### src/rtl/af6cesrtl_gapsch_if.sv
// Request/grant bus between the gap-buffer channels and the shared consumer.
interface af6cesrtl_gapsch_if #(
  parameter int unsigned NCH  = 4,
  parameter int unsigned CHW  = 2,
  parameter int unsigned INFO = 32
);
  logic [NCH-1:0]      ireq;
  logic [NCH*INFO-1:0] ireqinfo;
  logic [NCH-1:0]      oget;
  logic                irdy;
  logic                ovld;
  logic [INFO-1:0]     oinfo;
  logic [CHW-1:0]      ochid;

  // Scheduler side
  modport master (
    input  ireq, ireqinfo, irdy,
    output oget, ovld, oinfo, ochid
  );

  // Gap-buffer / consumer side
  modport slave (
    output ireq, ireqinfo, irdy,
    input  oget, ovld, oinfo, ochid
  );
endinterface

### src/rtl/af6cesrtl_gapsch.sv
// Round-robin gap-buffer scheduler with sequential per-channel flush sequencing.
module af6cesrtl_gapsch #(
  parameter int unsigned NCH     = 4,
  parameter int unsigned CHW     = 2,
  parameter int unsigned INFO    = 32,
  parameter int unsigned HOLD    = 2,
  parameter int unsigned FLSHCYC = 4,
  parameter int unsigned SETTLE  = 3
) (
  input  logic                 clk,
  input  logic                 rst,
  input  logic [NCH-1:0]       ienable,
  input  logic [NCH-1:0]       iflshreq,
  af6cesrtl_gapsch_if.master   bus,
  output logic [NCH-1:0]       oflush,
  output logic                 oflshdone,
  output logic [CHW-1:0]       oflshid,
  output logic                 obusy
);

  localparam int unsigned HW = 3;
  localparam int unsigned CW = 4;

  typedef enum logic [1:0] {
    ST_IDLE   = 2'd0,
    ST_ASSERT = 2'd1,
    ST_SETTLE = 2'd2
  } fsm_t;

  fsm_t            state;
  logic [CW-1:0]   cnt;
  logic [NCH-1:0]  pend;
  logic [CHW-1:0]  ptr;
  logic [HW-1:0]   hold [NCH];

  logic [NCH-1:0]  elig_c;
  logic            gnt_vld_c;
  logic [CHW-1:0]  gnt_id_c;
  logic [CHW-1:0]  scan_idx_c;
  logic [INFO-1:0] gnt_info_c;
  logic [CHW-1:0]  flsel_c;
  logic [NCH-1:0]  pend_clr_c;

  // Channel is eligible when requesting, enabled, out of hold and not in any flush phase
  always_comb begin
    elig_c = '0;
    for (int k = 0; k < int'(NCH); k++) begin
      elig_c[k] = bus.ireq[k] & ienable[k] & (hold[k] == '0) & ~pend[k]
                  & ~((state != ST_IDLE) && (oflshid == CHW'(k)));
    end
  end

  // Round-robin pick: scan far-to-near so the channel closest after ptr wins
  always_comb begin
    gnt_vld_c  = 1'b0;
    gnt_id_c   = '0;
    scan_idx_c = '0;
    for (int i = int'(NCH); i >= 1; i--) begin
      scan_idx_c = CHW'((int'(ptr) + i) % int'(NCH));
      if (elig_c[scan_idx_c]) begin
        gnt_vld_c = 1'b1;
        gnt_id_c  = scan_idx_c;
      end
    end
    if (!bus.irdy) gnt_vld_c = 1'b0;
  end

  // Info word of the winning channel
  always_comb begin
    gnt_info_c = '0;
    for (int k = 0; k < int'(NCH); k++) begin
      if (gnt_id_c == CHW'(k)) gnt_info_c = bus.ireqinfo[k*INFO +: INFO];
    end
  end

  // Lowest-index pending flush request, and the pend bit it consumes
  always_comb begin
    flsel_c = '0;
    for (int k = int'(NCH) - 1; k >= 0; k--) begin
      if (pend[k]) flsel_c = CHW'(k);
    end
    pend_clr_c = ((state == ST_IDLE) && (|pend)) ? (NCH'(1) << flsel_c) : '0;
  end

  // Grant registers, rr pointer and per-channel hold counters
  always_ff @(posedge clk or negedge rst) begin
    if (!rst) begin
      bus.oget  <= '0;
      bus.ovld  <= 1'b0;
      bus.oinfo <= '0;
      bus.ochid <= '0;
      ptr       <= CHW'(NCH - 1);
      for (int k = 0; k < int'(NCH); k++) hold[k] <= '0;
    end else begin
      bus.oget <= gnt_vld_c ? (NCH'(1) << gnt_id_c) : '0;
      bus.ovld <= gnt_vld_c;
      if (gnt_vld_c) begin
        bus.oinfo <= gnt_info_c;
        bus.ochid <= gnt_id_c;
        ptr       <= gnt_id_c;
      end
      for (int k = 0; k < int'(NCH); k++) begin
        if (gnt_vld_c && (gnt_id_c == CHW'(k))) hold[k] <= HW'(HOLD);
        else if (hold[k] != '0)                 hold[k] <= hold[k] - HW'(1);
      end
    end
  end

  // Flush sequencer: latch requests, assert oflush, wait out the settle window
  always_ff @(posedge clk or negedge rst) begin
    if (!rst) begin
      state     <= ST_IDLE;
      cnt       <= '0;
      pend      <= '0;
      oflush    <= '0;
      oflshdone <= 1'b0;
      oflshid   <= '0;
      obusy     <= 1'b0;
    end else begin
      oflshdone <= 1'b0;
      pend      <= (pend & ~pend_clr_c) | iflshreq;
      case (state)
        ST_IDLE: begin
          if (|pend) begin
            state   <= ST_ASSERT;
            oflush  <= NCH'(1) << flsel_c;
            oflshid <= flsel_c;
            cnt     <= CW'(FLSHCYC - 1);
            obusy   <= 1'b1;
          end
        end
        ST_ASSERT: begin
          if (cnt == '0) begin
            state     <= ST_SETTLE;
            oflush    <= '0;
            cnt       <= CW'(SETTLE - 1);
            oflshdone <= (SETTLE == 1);
          end else begin
            cnt <= cnt - CW'(1);
          end
        end
        ST_SETTLE: begin
          if (cnt == '0) begin
            state <= ST_IDLE;
            obusy <= 1'b0;
          end else begin
            cnt       <= cnt - CW'(1);
            oflshdone <= (cnt == CW'(1));
          end
        end
        default: begin
          state  <= ST_IDLE;
          oflush <= '0;
          obusy  <= 1'b0;
        end
      endcase
    end
  end

endmodule

### src/flat_wrapper.sv
// flat-port wrapper written by rule: the top's interface ports become plain ports
module af6cesrtl_gapsch_flat 
#(
  parameter int unsigned NCH     = 4,
  parameter int unsigned CHW     = 2,
  parameter int unsigned INFO    = 32,
  parameter int unsigned HOLD    = 2,
  parameter int unsigned FLSHCYC = 4,
  parameter int unsigned SETTLE  = 3
)
  (clk, rst, ienable, iflshreq, oflush, oflshdone, oflshid, obusy, bus_ireq, bus_ireqinfo, bus_irdy, bus_oget, bus_ovld, bus_oinfo, bus_ochid);
  af6cesrtl_gapsch_if #(.NCH(NCH), .CHW(CHW), .INFO(INFO)) bus_i ();
  input  logic clk;
  input  logic rst;
  input  logic [NCH-1:0] ienable;
  input  logic [NCH-1:0] iflshreq;
  output logic [NCH-1:0] oflush;
  output logic oflshdone;
  output logic [CHW-1:0] oflshid;
  output logic obusy;
  input wire logic [$bits(bus_i.ireq)-1:0] bus_ireq;
  input wire logic [$bits(bus_i.ireqinfo)-1:0] bus_ireqinfo;
  input wire logic [$bits(bus_i.irdy)-1:0] bus_irdy;
  output wire logic [$bits(bus_i.oget)-1:0] bus_oget;
  output wire logic [$bits(bus_i.ovld)-1:0] bus_ovld;
  output wire logic [$bits(bus_i.oinfo)-1:0] bus_oinfo;
  output wire logic [$bits(bus_i.ochid)-1:0] bus_ochid;
  assign bus_i.ireq = bus_ireq;
  assign bus_i.ireqinfo = bus_ireqinfo;
  assign bus_i.irdy = bus_irdy;
  assign bus_oget = bus_i.oget;
  assign bus_ovld = bus_i.ovld;
  assign bus_oinfo = bus_i.oinfo;
  assign bus_ochid = bus_i.ochid;
  af6cesrtl_gapsch #(.NCH(NCH), .CHW(CHW), .INFO(INFO), .HOLD(HOLD), .FLSHCYC(FLSHCYC), .SETTLE(SETTLE)) u_core (.clk(clk), .rst(rst), .ienable(ienable), .iflshreq(iflshreq), .bus(bus_i), .oflush(oflush), .oflshdone(oflshdone), .oflshid(oflshid), .obusy(obusy));
endmodule
### config.mk
export PLATFORM = sky130hd
export DESIGN_NAME = af6cesrtl_gapsch_flat
export DESIGN_NICKNAME = d
export VERILOG_FILES = /design/src/rtl/af6cesrtl_gapsch_if.sv /design/src/rtl/af6cesrtl_gapsch.sv /design/src/flat_wrapper.sv
export SDC_FILE = /design/constraint.sdc
export NUM_CORES = 1
export LEC_CHECK = 0
export CORE_ASPECT_RATIO = 1.75
export CORE_UTILIZATION = 30
export DETAILED_ROUTE_END_ITERATION = 8
export SLEW_MARGIN = 20
export SYNTH_ARGS = -nofsm -noshare
export SYNTH_HDL_FRONTEND = slang
export SYNTH_SLANG_ARGS = --single-unit
### constraint.sdc
create_clock -name clk -period 4.3 [get_ports clk]
set_clock_uncertainty 0.05 [all_clocks]
set_input_delay 0.86 -clock clk [delete_from_list [all_inputs] [get_ports clk]]
set_output_delay 0.86 -clock clk [all_outputs]
set_load 0.01 [all_outputs]
== Word-level counts from Yosys, hierarchy flattened ==
Cells that the tools add are included.
Storage, ports and cells
  bits in registers: 71
Operators by class
  add/subtract/negate cells: 9
  reduce and logical (&&, ||, !) cells: 33
  $lt $le $gt $ge: 4
  mux-type cells: 51
  eq/ne operators: 13
  shifts and indexed selects: 2
  bitwise gates (word level): 29
Operators with widths (number)
  two-way mux 32 bit: 4
  two-way mux 4 bit: 7
  two-way mux 3 bit: 8
  one-hot mux 4 bit (3 select lines): 2
  two-way mux 2 bit: 11
  bitwise AND 1 bit: 16
  nonzero test 3 bit: 5
  two-way mux 1 bit: 13
  logical NOT 3 bit: 4
  < comparator 2 x 3 -> 1 bit (second input constant): 4
  AND reduction 3 bit: 4
  subtractor 3 x 1 -> 3 bit (second input constant): 4
  == test 2 bit (second input constant): 5
  inverter 1 bit: 10
  nonzero test 2 bit: 5
  logical AND 1 bit: 9
  binary-select mux 1 bit (select 2 bit): 4
  left shift 1 x 2 -> 4 bit (first input constant): 2
  == test 2 x 1 -> 1 bit (second input constant): 3
  logical NOT 2 bit: 3
  one-hot mux 2 bit (3 select lines): 1
  adder 2 x 1 -> 2 bit (second input constant): 2
  adder 2 bit (second input constant): 2
  bitwise AND 4 bit: 1
  10 further kinds: 12

== Logic depth before layout (Yosys ltp) ==
  depth after elaboration: 15
  gate-level depth with buffers: 11
  mapped depth without buffers: 10

== Worst setup path after synthesis ==
OpenSTA, ideal clock, no wires.
  kind: input to register
  from: input bus_ireq[3]
  to: register u_core.bus.oinfo[0]
  cell stages on the path: 8
  setup time: 126 ps
  path buffers: 2
  path slack: 1921 ps
  arrival time: 2203 ps
  path through: and4b_4 -> nand3_1 -> o31ai_1 -> a221o_1 -> buf_4 -> buf_6 -> a221oi_2 -> o21ai_1
On the way
  longest elaborated chain between the ends: 15
  elaborated cells on any way between the ends: 29
  classes of those cells: eq/ne: 3; mux: 21; bitwise: 4; reduce/logical: 1
RTL lines
  from (decl): line flat_wrapper.sv:21  | input wire logic [$bits(bus_i.ireq)-1:0] bus_ireq;
  bitwise AND 1 bit * (3 in a row): line af6cesrtl_gapsch.sv:48  | elig_c[k] = bus.ireq[k] & ienable[k] & (hold[k] == '0) & ~pend[k]
  bitwise AND 1 bit *: line af6cesrtl_gapsch.sv:49  | & ~((state != ST_IDLE) && (oflshid == CHW'(k)));
  binary-select mux 1 bit (select 2 bit): line af6cesrtl_gapsch.sv:60  | if (elig_c[scan_idx_c]) begin
  two-way mux 1 bit (implied by the code): line af6cesrtl_gapsch.sv:60
  two-way mux 2 bit (4 in a row): line af6cesrtl_gapsch.sv:60
  logical NOT 2 bit: line af6cesrtl_gapsch.sv:72  | if (gnt_id_c == CHW'(k)) gnt_info_c = bus.ireqinfo[k*INFO +: INFO];
  two-way mux 32 bit (4 in a row): line af6cesrtl_gapsch.sv:72
  to (signal assigned): line af6cesrtl_gapsch.sv:98  | bus.oinfo <= gnt_info_c;
  to (decl): line af6cesrtl_gapsch_if.sv:18  | output oget, ovld, oinfo, ochid
Mark *: on every way between the ends. The rest lies on a longest branch, timed or not. The select of a mux whose other input is x is not followed.
A chain may end at the register's enable or synchronous reset.

== Worst setup path in the final report ==
  from: input bus_ireq[1]
  to: register u_core.bus.oinfo[22]
The elaborated chain is that of the path after synthesis.

==> qor.yml <==
place_congestion: 0.809
syn_area_sq_mm: 0.00480
ys_async_sr_fraction_pct: 100
finalMaxSlewViolations: 0
cp_slowest_cell: "o21ai_0"
num_vias: 4684
grt_pass1_wl_um: 25100
clk_latency_ns: 0.34
post-route-period-util_pct: 76.8
io_buffers: 189
regToRegEndpoint: "u_core.bus.oinfo[22]$_DFFE_PN0P_"
rows: 60
finalSetupViolations: 0
crit_fanout: 51
fillers: 1496
max_cap_violations: 0
synth_edf_count: 0
first_global_vias: 4804
synth_mux_area_share_pct: 0.885
cts_resized: 0
yosys.area_share.simple_pct: 18.4
clock.fmax_ghz: 0.303
area_growth_pct: 48.7
violations: "DRC"
cp-end-kind: "flip-flop"
synthFlopType: "dfrtp_1"
syn_avg_cell_area_sq_um: 9.40
cts_setup_buffers: 0
postRouteAntennaNets: 0
numCtsBuffers: 9
min-delay-start: "u_core.bus.oinfo[15]$_DFFE_PN0P_"
worstPathRequired_ns: 4.47
root_buffer: "clkbuf_16"
yosys_register_bits: 71
synth_cell_types: 55
dp_hpwl_um: 11700
worst_r2r_path_depth: 11
chipHeight_um: 169
power_density_mw_per_mm2: 272
crit_path_start_kind: "input port"
worstHoldPathCells: 2
max_stage_delay_ns: 0.60
regArea_sq_mm: 0.00178
num_io_pins: 190
start_util_pct: 30.9
cts_tree: "built"
yosys.area_share.xor_xnor_pct: 0.729
hold_viol: 0
h-tree-depth: 3
synth_top_family_by_area: "compound AO/OA/AOI/OAI gates"
grt_max_degree: 98
synth_warnings: 0
cpMostUsedCell: "buf_4"
p_leak_nw: 3.08
drt_iter0_markers: 171
crit_chain: "clkdlybuf4s50_1 -> nand4b_2 -> o21ai_0 -> o211ai_4 -> buf_4 -> buf_4 -> and3_1 -> o311ai_1 -> o21ai_1"
placed_cells: 851
dp_slack_ns: 0.670
multi_input_area_sq_mm: 0.00274
dr.pass1.iters: 6
ir_drop_mv: 0.139
setup_ws_ns: 0.997
synth-compound-area-share_pct: 32.1
core_area_sq_mm: 0.0155
grt_use_total_pct: 19.4
max_slew_margin_pct: 37.4
drc: 5
synthCells: 511
min_to: "u_core.bus.oinfo[15]$_DFFE_PN0P_"
ys_seq_area_share_pct: 37.0
layout.nets: 834
vias_per_cell: 5.40
regToRegStartpoint: "u_core.hold[6]$_DFFE_PN0P_"
hp-class: "flip-flop to flip-flop"
worstSetupPathType: "input port to flip-flop"
clkTransAtPathRegs_ns: 0.06
outcome: "finished with violations"
totalWireLength_um: 16100
routedWlPerCell_um: 18.6
power.total_mw: 1.95
fin_crit_ns: 3.30
ctsHoldBuffers: 0
synth_nets: 669
rsz0062_at_grt: "false"
stdcell_count: 868
tns_ns: 0
crit_arrival_ns: 3.47
die_w_um: 97.7
clock_sinks: 71
drive_gt1_share_pct: 10.7
die-area_sq_mm: 0.0165
grt_overflow: 0
r2r_slack_ns: 1.09
cts.path.max_buffers: 2
worst_pin_slew_ns: 0.939
synth_fa_ha_area_share_pct: 3.91
antenna_found_initial: 2
## Yosys cell counts (all sizes together), types with 3 or more instances
cell type	number	area [sq um]
a21oi	17	88.8
nand4b	3	32.5
o311ai	32	280
nor2	22	87.6
a32o	4	40.0
a221oi	34	485
o21ai	46	230
and3	64	400
dfrtp	69	1730
and2	3	18.8
buf	31	193
nand2	50	198
ha	15	188
a21boi	33	248
inv	23	86.3
nor3	4	30.0
nor2b	3	18.8
nand3	3	15.0
o31ai	4	30.0
clkbuf	14	52.6
xor2	4	35.0
a21o	3	22.5
## sequential cells by signal (all words and copies together) (netlist names)
register          count
u_core.bus.oinfo     32
u_core.hold          12
u_core.bus.oget       4
u_core.cnt            4
u_core.oflush         4
u_core.pend           4
u_core.bus.ochid      2
u_core.oflshid        2
u_core.ptr            2
u_core.state          2
u_core.bus.ovld       1
u_core.obusy          1
u_core.oflshdone      1
## per-stage QoR
| stage | utilization [%] | cell area [sq um] | hold slack [ns] |
|---|---|---|---|
| 2_1_floorplan | - | 4800 | 0.412 |
| 3_3_place_gp | 43.9 | 6830 | 0.418 |
| 3_5_place_dp | 43.9 | 6830 | 0.427 |
| 4_1_cts | 46.0 | 7140 | 0.438 |
| 5_1_grt | 46.0 | 7150 | 0.459 |
| 6_report | 46.0 | 7150 | 0.436 |
## power breakdown
| group | switching (mW) | internal [mW] | total, mW |
|---|---|---|---|
| clock | 0.284 | 0.521 | 0.805 |
| sequential | 0.0254 | 0.720 | 0.745 |
| combinational | 0.163 | 0.233 | 0.396 |
| total | 0.473 | 1.47 | 1.95 |
## cells in the final DEF, fill, tap and decap left out, types with 3 or more instances in the layout
master,synthesis,final
a21boi_0,32,32
a21o_1,3,3
a21oi_1,16,16
a221oi_1,4,4
a221oi_2,30,29
a32o_1,4,4
and2_1,3,3
and3_1,64,64
buf_4,7,9
clkbuf_16,0,9
clkdlybuf4s50_1,0,188
dfrtp_1,69,69
ha_1,15,15
inv_1,23,23
nand2_1,48,48
nand3_1,3,3
nor2_1,20,20
nor2b_1,3,3
o21ai_0,14,14
o21ai_1,32,32
o311ai_1,32,32
o31ai_1,4,4
xor2_1,4,4
## per-layer routing
layer / part of all wire, % / global-route usage, % / up-vias
met5: 0 / 0 / -
met3: 5.0 / 3.79 / 36
met4: 3.8 / 10.9 / 0
li1: - / - / 2266
met2: 54 / 35.7 / 144
met1: 37 / 20.6 / 2238
## how the worst max path moves through the flow
stage,start,to,slack (ns),cells after the start
floorplan,bus_ireq[3],u_core.bus.oinfo[0]$_DFFE_PN0P_,1.92,8
global placement,bus_ireq[1],u_core.bus.oinfo[28]$_DFFE_PN0P_,0.81,9
detailed placement,bus_ireq[1],u_core.bus.oinfo[22]$_DFFE_PN0P_,0.67,9
CTS,bus_ireq[1],u_core.bus.oinfo[28]$_DFFE_PN0P_,1.03,9
global route,bus_ireq[1],u_core.bus.oinfo[16]$_DFFE_PN0P_,0.81,9
finish,bus_ireq[1],u_core.bus.oinfo[22]$_DFFE_PN0P_,1.0,9
## cells by family after synthesis
group | after synthesis
AO/OA/AOI/OAI | 187
AND/OR/NAND/NOR | 162
flip-flops | 71
buffers and inverters | 68
adder cells (fa/ha/maj) | 15
XOR/XNOR | 4
multiplexers | 4
## critical path, delay by kind of cell
kind | cells | cell delay [ns]
buf+inv | 3 | 1.07
simple gates | 2 | 0.43
compound gates | 4 | 1.09
## area by class of cell
class                      instances  area share (%)
antenna                            2          0.0700
clock buffer                      12            3.45
clock inverter                     3           0.946
inverter                          23            1.21
multi-input combinational        372            38.3
sequential                        71            24.9
tap                              186            3.26
timing repair buffer             199            27.8
(Power assumes the default switching activity.)
